[config.mk]
export PLATFORM = sky130hd
export DESIGN_NAME = mdu_issue_ctrl
export DESIGN_NICKNAME = d
export VERILOG_FILES = /design/src/rtl/mdu_issue_ctrl_pkg.sv /design/src/rtl/mdu_issue_ctrl_opsel.sv /design/src/rtl/mdu_issue_ctrl.sv
export SDC_FILE = /design/constraint.sdc
export NUM_CORES = 1
export LEC_CHECK = 0
export ABC_AREA = 1
export BUFFER_PORTS_ARGS = -buffer_cell sky130_fd_sc_hd__buf_2
export CAP_MARGIN = 20
export CORE_AREA = 2 2 189 191
export CTS_BUF_LIST = sky130_fd_sc_hd__clkbuf_16
export DETAILED_ROUTE_END_ITERATION = 12
export DIE_AREA = 0 0 191 193
export PLACE_DENSITY = 0.57
export REMOVE_ABC_BUFFERS = 1
export SYNTH_ARGS = -nofsm -noshare
export SYNTH_HDL_FRONTEND = slang
export SYNTH_HIERARCHICAL = 1
export SYNTH_SLANG_ARGS = --single-unit
export TNS_END_PERCENT = 1
[constraint.sdc]
create_clock -name clk -period 14.52 [get_ports clk]
set_input_delay 0.726 -clock clk [delete_from_list [all_inputs] [get_ports clk]]
set_output_delay 0.726 -clock clk [all_outputs]
set_load 0.01 [all_outputs]
[src/rtl/mdu_issue_ctrl_pkg.sv]
// Shared definitions for the MULDIV issue front end: funct3 codes, FSM states,
// datapath widths and the result-select helper.
package mdu_issue_ctrl_pkg;

  localparam int REG_BUS   = 64;
  localparam int MD_CTRL_W = 8;

  typedef enum logic [2:0] {
    MDU_MUL    = 3'b000,
    MDU_MULH   = 3'b001,
    MDU_MULHSU = 3'b010,
    MDU_MULHU  = 3'b011,
    MDU_DIV    = 3'b100,
    MDU_DIVU   = 3'b101,
    MDU_REM    = 3'b110,
    MDU_REMU   = 3'b111
  } mdu_op_e;

  typedef enum logic [2:0] {
    IDLE,
    ISSUE,
    WAIT,
    DRAIN,
    DONE
  } state_e;

  // MUL and the quotients come back on data_1; high products and remainders on data_2.
  function automatic logic use_data_2(input logic [2:0] op);
    return (op != MDU_MUL) && (op != MDU_DIV) && (op != MDU_DIVU);
  endfunction

endpackage

[src/rtl/mdu_issue_ctrl_opsel.sv]
// Combinational operand decode: signedness, mul_en, W-variant operand
// extension and detection of the divide special cases.
module mdu_issue_ctrl_opsel
  import mdu_issue_ctrl_pkg::*;
#(
  parameter int XLEN = REG_BUS
) (
  input  logic [2:0]      op,
  input  logic            word,
  input  logic [XLEN-1:0] op_1,
  input  logic [XLEN-1:0] op_2,
  output logic [XLEN-1:0] ext_op_1,
  output logic [XLEN-1:0] ext_op_2,
  output logic            sign_1,
  output logic            sign_2,
  output logic            mul_en,
  output logic            div_by_zero,
  output logic            div_overflow
);

  logic [XLEN-1:0] min_neg;

  // NOTE: every signal written here gets a default first so no path leaves it unassigned (no latch).
  always_comb begin
    sign_1 = 1'b0;
    sign_2 = 1'b0;
    unique case (op)
      MDU_MUL, MDU_MULH, MDU_DIV, MDU_REM: begin
        sign_1 = 1'b1;
        sign_2 = 1'b1;
      end
      MDU_MULHSU: sign_1 = 1'b1;
      default: ;
    endcase
  end

  assign mul_en = ~op[2];

  // W variants operate on the low word, extended according to the op's signedness.
  assign ext_op_1 = !word ? op_1 :
                    sign_1 ? {{(XLEN-32){op_1[31]}}, op_1[31:0]} : {{(XLEN-32){1'b0}}, op_1[31:0]};
  assign ext_op_2 = !word ? op_2 :
                    sign_2 ? {{(XLEN-32){op_2[31]}}, op_2[31:0]} : {{(XLEN-32){1'b0}}, op_2[31:0]};

  assign min_neg = word ? {{(XLEN-31){1'b1}}, {31{1'b0}}} : {1'b1, {(XLEN-1){1'b0}}};

  assign div_by_zero  = op[2] && (ext_op_2 == '0);
  assign div_overflow = op[2] && sign_1 && (ext_op_1 == min_neg) && (ext_op_2 == '1);

endmodule

[src/rtl/mdu_issue_ctrl.sv]
// EX-stage front end for MULDIV: decode, request handshake, stall and result hold.
// Define MDU_DIV_SHORTCUT_EN to resolve divide-by-zero and signed overflow locally.
module mdu_issue_ctrl
  import mdu_issue_ctrl_pkg::*;
#(
  parameter int XLEN   = REG_BUS,
  parameter int CTRL_W = MD_CTRL_W
) (
  input  logic              clk,
  input  logic              rst,
  input  logic              ex_valid_i,
  input  logic [2:0]        mdu_op_i,
  input  logic              word_i,
  input  logic [XLEN-1:0]   op_1_i,
  input  logic [XLEN-1:0]   op_2_i,
  input  logic [CTRL_W-1:0] ctrl_i,
  input  logic              flush_i,
  input  logic              wb_ready_i,
  output logic              stall_o,
  output logic [XLEN-1:0]   result_o,
  output logic              result_valid_o,
  output logic              md_mul_en_o,
  output logic              md_req_valid_o,
  output logic [XLEN-1:0]   md_op_1_o,
  output logic [XLEN-1:0]   md_op_2_o,
  output logic              md_sign_op_1_o,
  output logic              md_sign_op_2_o,
  output logic [CTRL_W-1:0] md_ctrl_o,
  input  logic [XLEN-1:0]   md_data_1_i,
  input  logic [XLEN-1:0]   md_data_2_i,
  input  logic              md_ready_i,
  input  logic              md_valid_i
);

  state_e          state;
  logic [2:0]      op_q;
  logic            word_q;

  logic [XLEN-1:0] ext_op_1, ext_op_2;
  logic            sign_1, sign_2, mul_en;
  logic            div_by_zero, div_overflow;
  logic [XLEN-1:0] md_result;

  function automatic logic [XLEN-1:0] fmt_w(input logic [XLEN-1:0] v, input logic w);
    return w ? {{(XLEN-32){v[31]}}, v[31:0]} : v;
  endfunction

  mdu_issue_ctrl_opsel #(.XLEN(XLEN)) u_opsel (
    .op           (mdu_op_i),
    .word         (word_i),
    .op_1         (op_1_i),
    .op_2         (op_2_i),
    .ext_op_1     (ext_op_1),
    .ext_op_2     (ext_op_2),
    .sign_1       (sign_1),
    .sign_2       (sign_2),
    .mul_en       (mul_en),
    .div_by_zero  (div_by_zero),
    .div_overflow (div_overflow)
  );

  assign md_result = fmt_w(use_data_2(op_q) ? md_data_2_i : md_data_1_i, word_q);

`ifdef MDU_DIV_SHORTCUT_EN
  logic            take_shortcut;
  logic [XLEN-1:0] sc_quot, sc_rem, sc_result;

  assign take_shortcut = div_by_zero || div_overflow;
  assign sc_quot       = div_by_zero ? '1 : ext_op_1;
  assign sc_rem        = div_by_zero ? ext_op_1 : '0;
  assign sc_result     = fmt_w(use_data_2(mdu_op_i) ? sc_rem : sc_quot, word_i);
`else
  logic unused_sc_flags;
  assign unused_sc_flags = div_by_zero ^ div_overflow;
`endif

  assign stall_o = ((state == IDLE) && ex_valid_i) || (state == ISSUE) || (state == WAIT) ||
                   (state == DRAIN) || ((state == DONE) && !wb_ready_i);

  // NOTE: sequential state uses non-blocking assignments so every register samples pre-edge values.
  always_ff @(posedge clk or posedge rst) begin
    if (rst) begin
      state          <= IDLE;
      op_q           <= '0;
      word_q         <= 1'b0;
      result_o       <= '0;
      result_valid_o <= 1'b0;
      md_mul_en_o    <= 1'b0;
      md_req_valid_o <= 1'b0;
      md_op_1_o      <= '0;
      md_op_2_o      <= '0;
      md_sign_op_1_o <= 1'b0;
      md_sign_op_2_o <= 1'b0;
      md_ctrl_o      <= '0;
    end else begin
      unique case (state)
        IDLE: begin
          if (ex_valid_i && !flush_i) begin
            op_q           <= mdu_op_i;
            word_q         <= word_i;
            md_mul_en_o    <= mul_en;
            md_op_1_o      <= ext_op_1;
            md_op_2_o      <= ext_op_2;
            md_sign_op_1_o <= sign_1;
            md_sign_op_2_o <= sign_2;
            md_ctrl_o      <= ctrl_i;
`ifdef MDU_DIV_SHORTCUT_EN
            if (take_shortcut) begin
              result_o       <= sc_result;
              result_valid_o <= 1'b1;
              state          <= DONE;
            end else begin
              md_req_valid_o <= 1'b1;
              state          <= ISSUE;
            end
`else
            md_req_valid_o <= 1'b1;
            state          <= ISSUE;
`endif
          end
        end
        ISSUE: begin
          // Flush wins over a same-cycle accept; the request is simply withdrawn.
          if (flush_i) begin
            md_req_valid_o <= 1'b0;
            state          <= IDLE;
          end else if (md_ready_i) begin
            md_req_valid_o <= 1'b0;
            state          <= WAIT;
          end
        end
        WAIT: begin
          if (flush_i && md_valid_i) begin
            state <= IDLE;
          end else if (flush_i) begin
            state <= DRAIN;
          end else if (md_valid_i) begin
            result_o       <= md_result;
            result_valid_o <= 1'b1;
            state          <= DONE;
          end
        end
        DRAIN: begin
          if (md_valid_i) state <= IDLE;
        end
        DONE: begin
          if (wb_ready_i || flush_i) begin
            result_valid_o <= 1'b0;
            state          <= IDLE;
          end
        end
        default: state <= IDLE;
      endcase
    end
  end

endmodule

==> results <==
- The via total after detailed routing is 9676.
- The via count of the first global-routing pass is 9063.
- Cells with a size suffix above 1 make up 33.6% of the layout.
- Row generation in the floorplan step produced 69 rows.
- The tool flagged a number of max-cap violations equal to 0.
- Data on the critical path arrives at its endpoint at 3050 ps.
- After the flow finishes, the layout carries non-filler instances totaling 2245.
- The fill cell total of the finished layout is 3676.
- The Yosys step of the flow raised 6 warnings.
- Dividing total power by cell area gives a power density of 202 nW/µm².
- The later pin in the worst-skew pair is clocked with a latency of 520 ps.
- Measured on the finished design, the core utilization comes to 39.6%.
- The mean area per synthesized cell is 7.87 µm².
- The synthesized cell area is 11000 µm².
- In this run, the number of DRC markers left after iteration 0 of detailed routing was 286.
- Once placement finished, the instance area stood at 13000 µm².
- After layout, the worst path uses 18.6% of the clock period.
- Clock-pin slew was measured on the worst setup and hold paths at 60 ps.
- The library cells used most frequently in the layout, excluding fill and tap cells, are buf_2, nand2_1, dfrtp_1.
- The antenna violation net count after detailed routing is 0.
- Input and output buffers added on the ports amount to 480.
- Synthesis produced a netlist whose cell count is 1397.
- The slew at the pin closest to its max-slew limit is 953 ps.
- Of all nets on the critical path, the largest fanout is 97.
- Summed over all cells, the static leakage comes to 0.00823 µW.
- Clock tree synthesis found a total of 212 sinks.
- The congestion estimate from routability-driven global placement came to 0.809.
- In this run the tightest slew margin relative to its limit is 36.5%.
- The cell at the root of the clock tree is clkbuf_16.
- The worst hold path class is primary input to asynchronous set/reset pin.
- The core region area is 35000 µm².
- The max-slew violation count is 0.
- Setup repair after global routing left no endpoint under its margin.
- The buffer count from post-CTS setup fixing is 0.
- The floorplan step set the die height to 193 µm.
- Once layout is done, the placed cells without fillers occupy 13800 µm².
- Counting I/O delays and the setup requirement, the final critical path takes 2690 ps.
- Static timing analysis puts the maximum clock frequency at 371 MHz.
- The maximum number of pins on one net before global-route repair is 103.
- The flow ran to the end, and the final reports show no timing, DRC or antenna violations.
- After the last flow step, the layout net total stands at 2039.
- The maximum buffer depth of the clock tree is 3.
- The DRC violations left is 0.
- The worst setup path is captured at a flip-flop.
- The count of cells resized by post-cts repair is 0.
- The initial core utilization is 31.4%.
- The number of detailed-route iterations in the first pass is 4.
- From left edge to right edge, the die measures 191 µm.
- After clock tree synthesis, the flow added hold-fix buffers numbering 0.
- TritonCTS built the clock tree.
- The required time reported for the critical path endpoint is 14880 ps.
- Clock tree synthesis inserted a total of 25 buffers.
- Setup violations remaining at the end of the flow were counted as 0.
- From synthesis to final layout, the design area changed by 25.9%.
- The detailed placer's ending HPWL is 22400 µm.
- The worst setup path is launched from a flip-flop.
- The total wire length is 31700 µm.
- The library cell used most frequently in the layout, excluding fill and tap cells, is buf_2.
- The deepest level of the CTS H-tree is 1.
- The floorplan step defined a die boundary enclosing 36900 µm².
- In the global route stage, overall resource usage came out at 16.2%.
- In this run the count of I/O pins placed on the die edge is 481.
- The final count of hold timing violations is 0.
- The initial antenna violation count was 1.
- The critical setup path kind is flip-flop to flip-flop.
- The worst hold-check slack is 280 ps.
- The number of cells after detailed placement is 2195.
- The setup total negative slack is 0 ps.
- The first global-routing pass estimated 48100 µm of wire.
- For the final database, setup skew stands at 12.7 ps.
- The worst supply voltage drop on vdd is 0.0932 mV.
- In the routed layout, each cell is associated on average with a via count of 4.31.
- The wire length per cell is 14.1 µm.
- The total overflow left after global routing is 0.
## worst paths after layout
kind                             start       endpoint  slack (ps)  depth (start not counted)
hold / removal                     rst   md_ctrl_o[1]         280                          2
hold reg to reg            result_o[5]    result_o[5]         470                          2
setup / recovery              state[1]  md_op_1_o[59]       11830                          5
min in group clk            op_1_i[23]  md_op_1_o[23]         440                          3
max in group asynchronous          rst  md_op_1_o[60]       12790                          3
setup reg to reg              state[1]  md_op_1_o[59]       11830                          5
## worst max-delay path, cell delays in order (launching register included)
cell and delay (ps):
dfrtp_1 570, nor2_4 90, nand4_4 70, buf_4 710, buf_4 810, o21ai_0 190
## registers in the layout, summed over array words and instances, names as in the netlist, 3 cells and up
name and cells:
op_q 3, md_op_1_o 64, result_o 64, md_op_2_o 64, state 3, md_ctrl_o 8
## layer usage
metal | up-vias | GRT usage, % | part of all wire [%]
li1 | 4937 | - | -
met1 | 4339 | 19.2 | 41
met2 | 358 | 27.6 | 46
met3 | 42 | 5.77 | 11
met4 | 0 | 4.62 | 2.3
met5 | - | 0 | 0
## cell type report
cell class              instances  area [µm²]  share of cell area [%]
flip-flops and latches        212        5310                    38.3
multi-input cells             824        3850                    27.8
repair buffers                492        2540                    18.4
inverters                     209         792                    5.72
clock buffers                  25         626                    4.52
well taps                     461         577                    4.17
clock inverters                20         143                    1.03
diodes                          2        5.00                  0.0362
## through the flow
step                worst slack (ps)  total power (µW)
floorplan                       8000              1690
global placement               11400              2180
detailed placement             11360              2200
CTS                            11600              2820
global route                   11580              3020
finish                         11830              2790
## report_power, final
group | total [µW] | internal (µW) | switching (µW)
clock | 596 | 347 | 250
sequential | 1030 | 876 | 156
combinational | 1160 | 454 | 711
total | 2790 | 1680 | 1120
No activity file was read; power rests on OpenSTA's default activity.
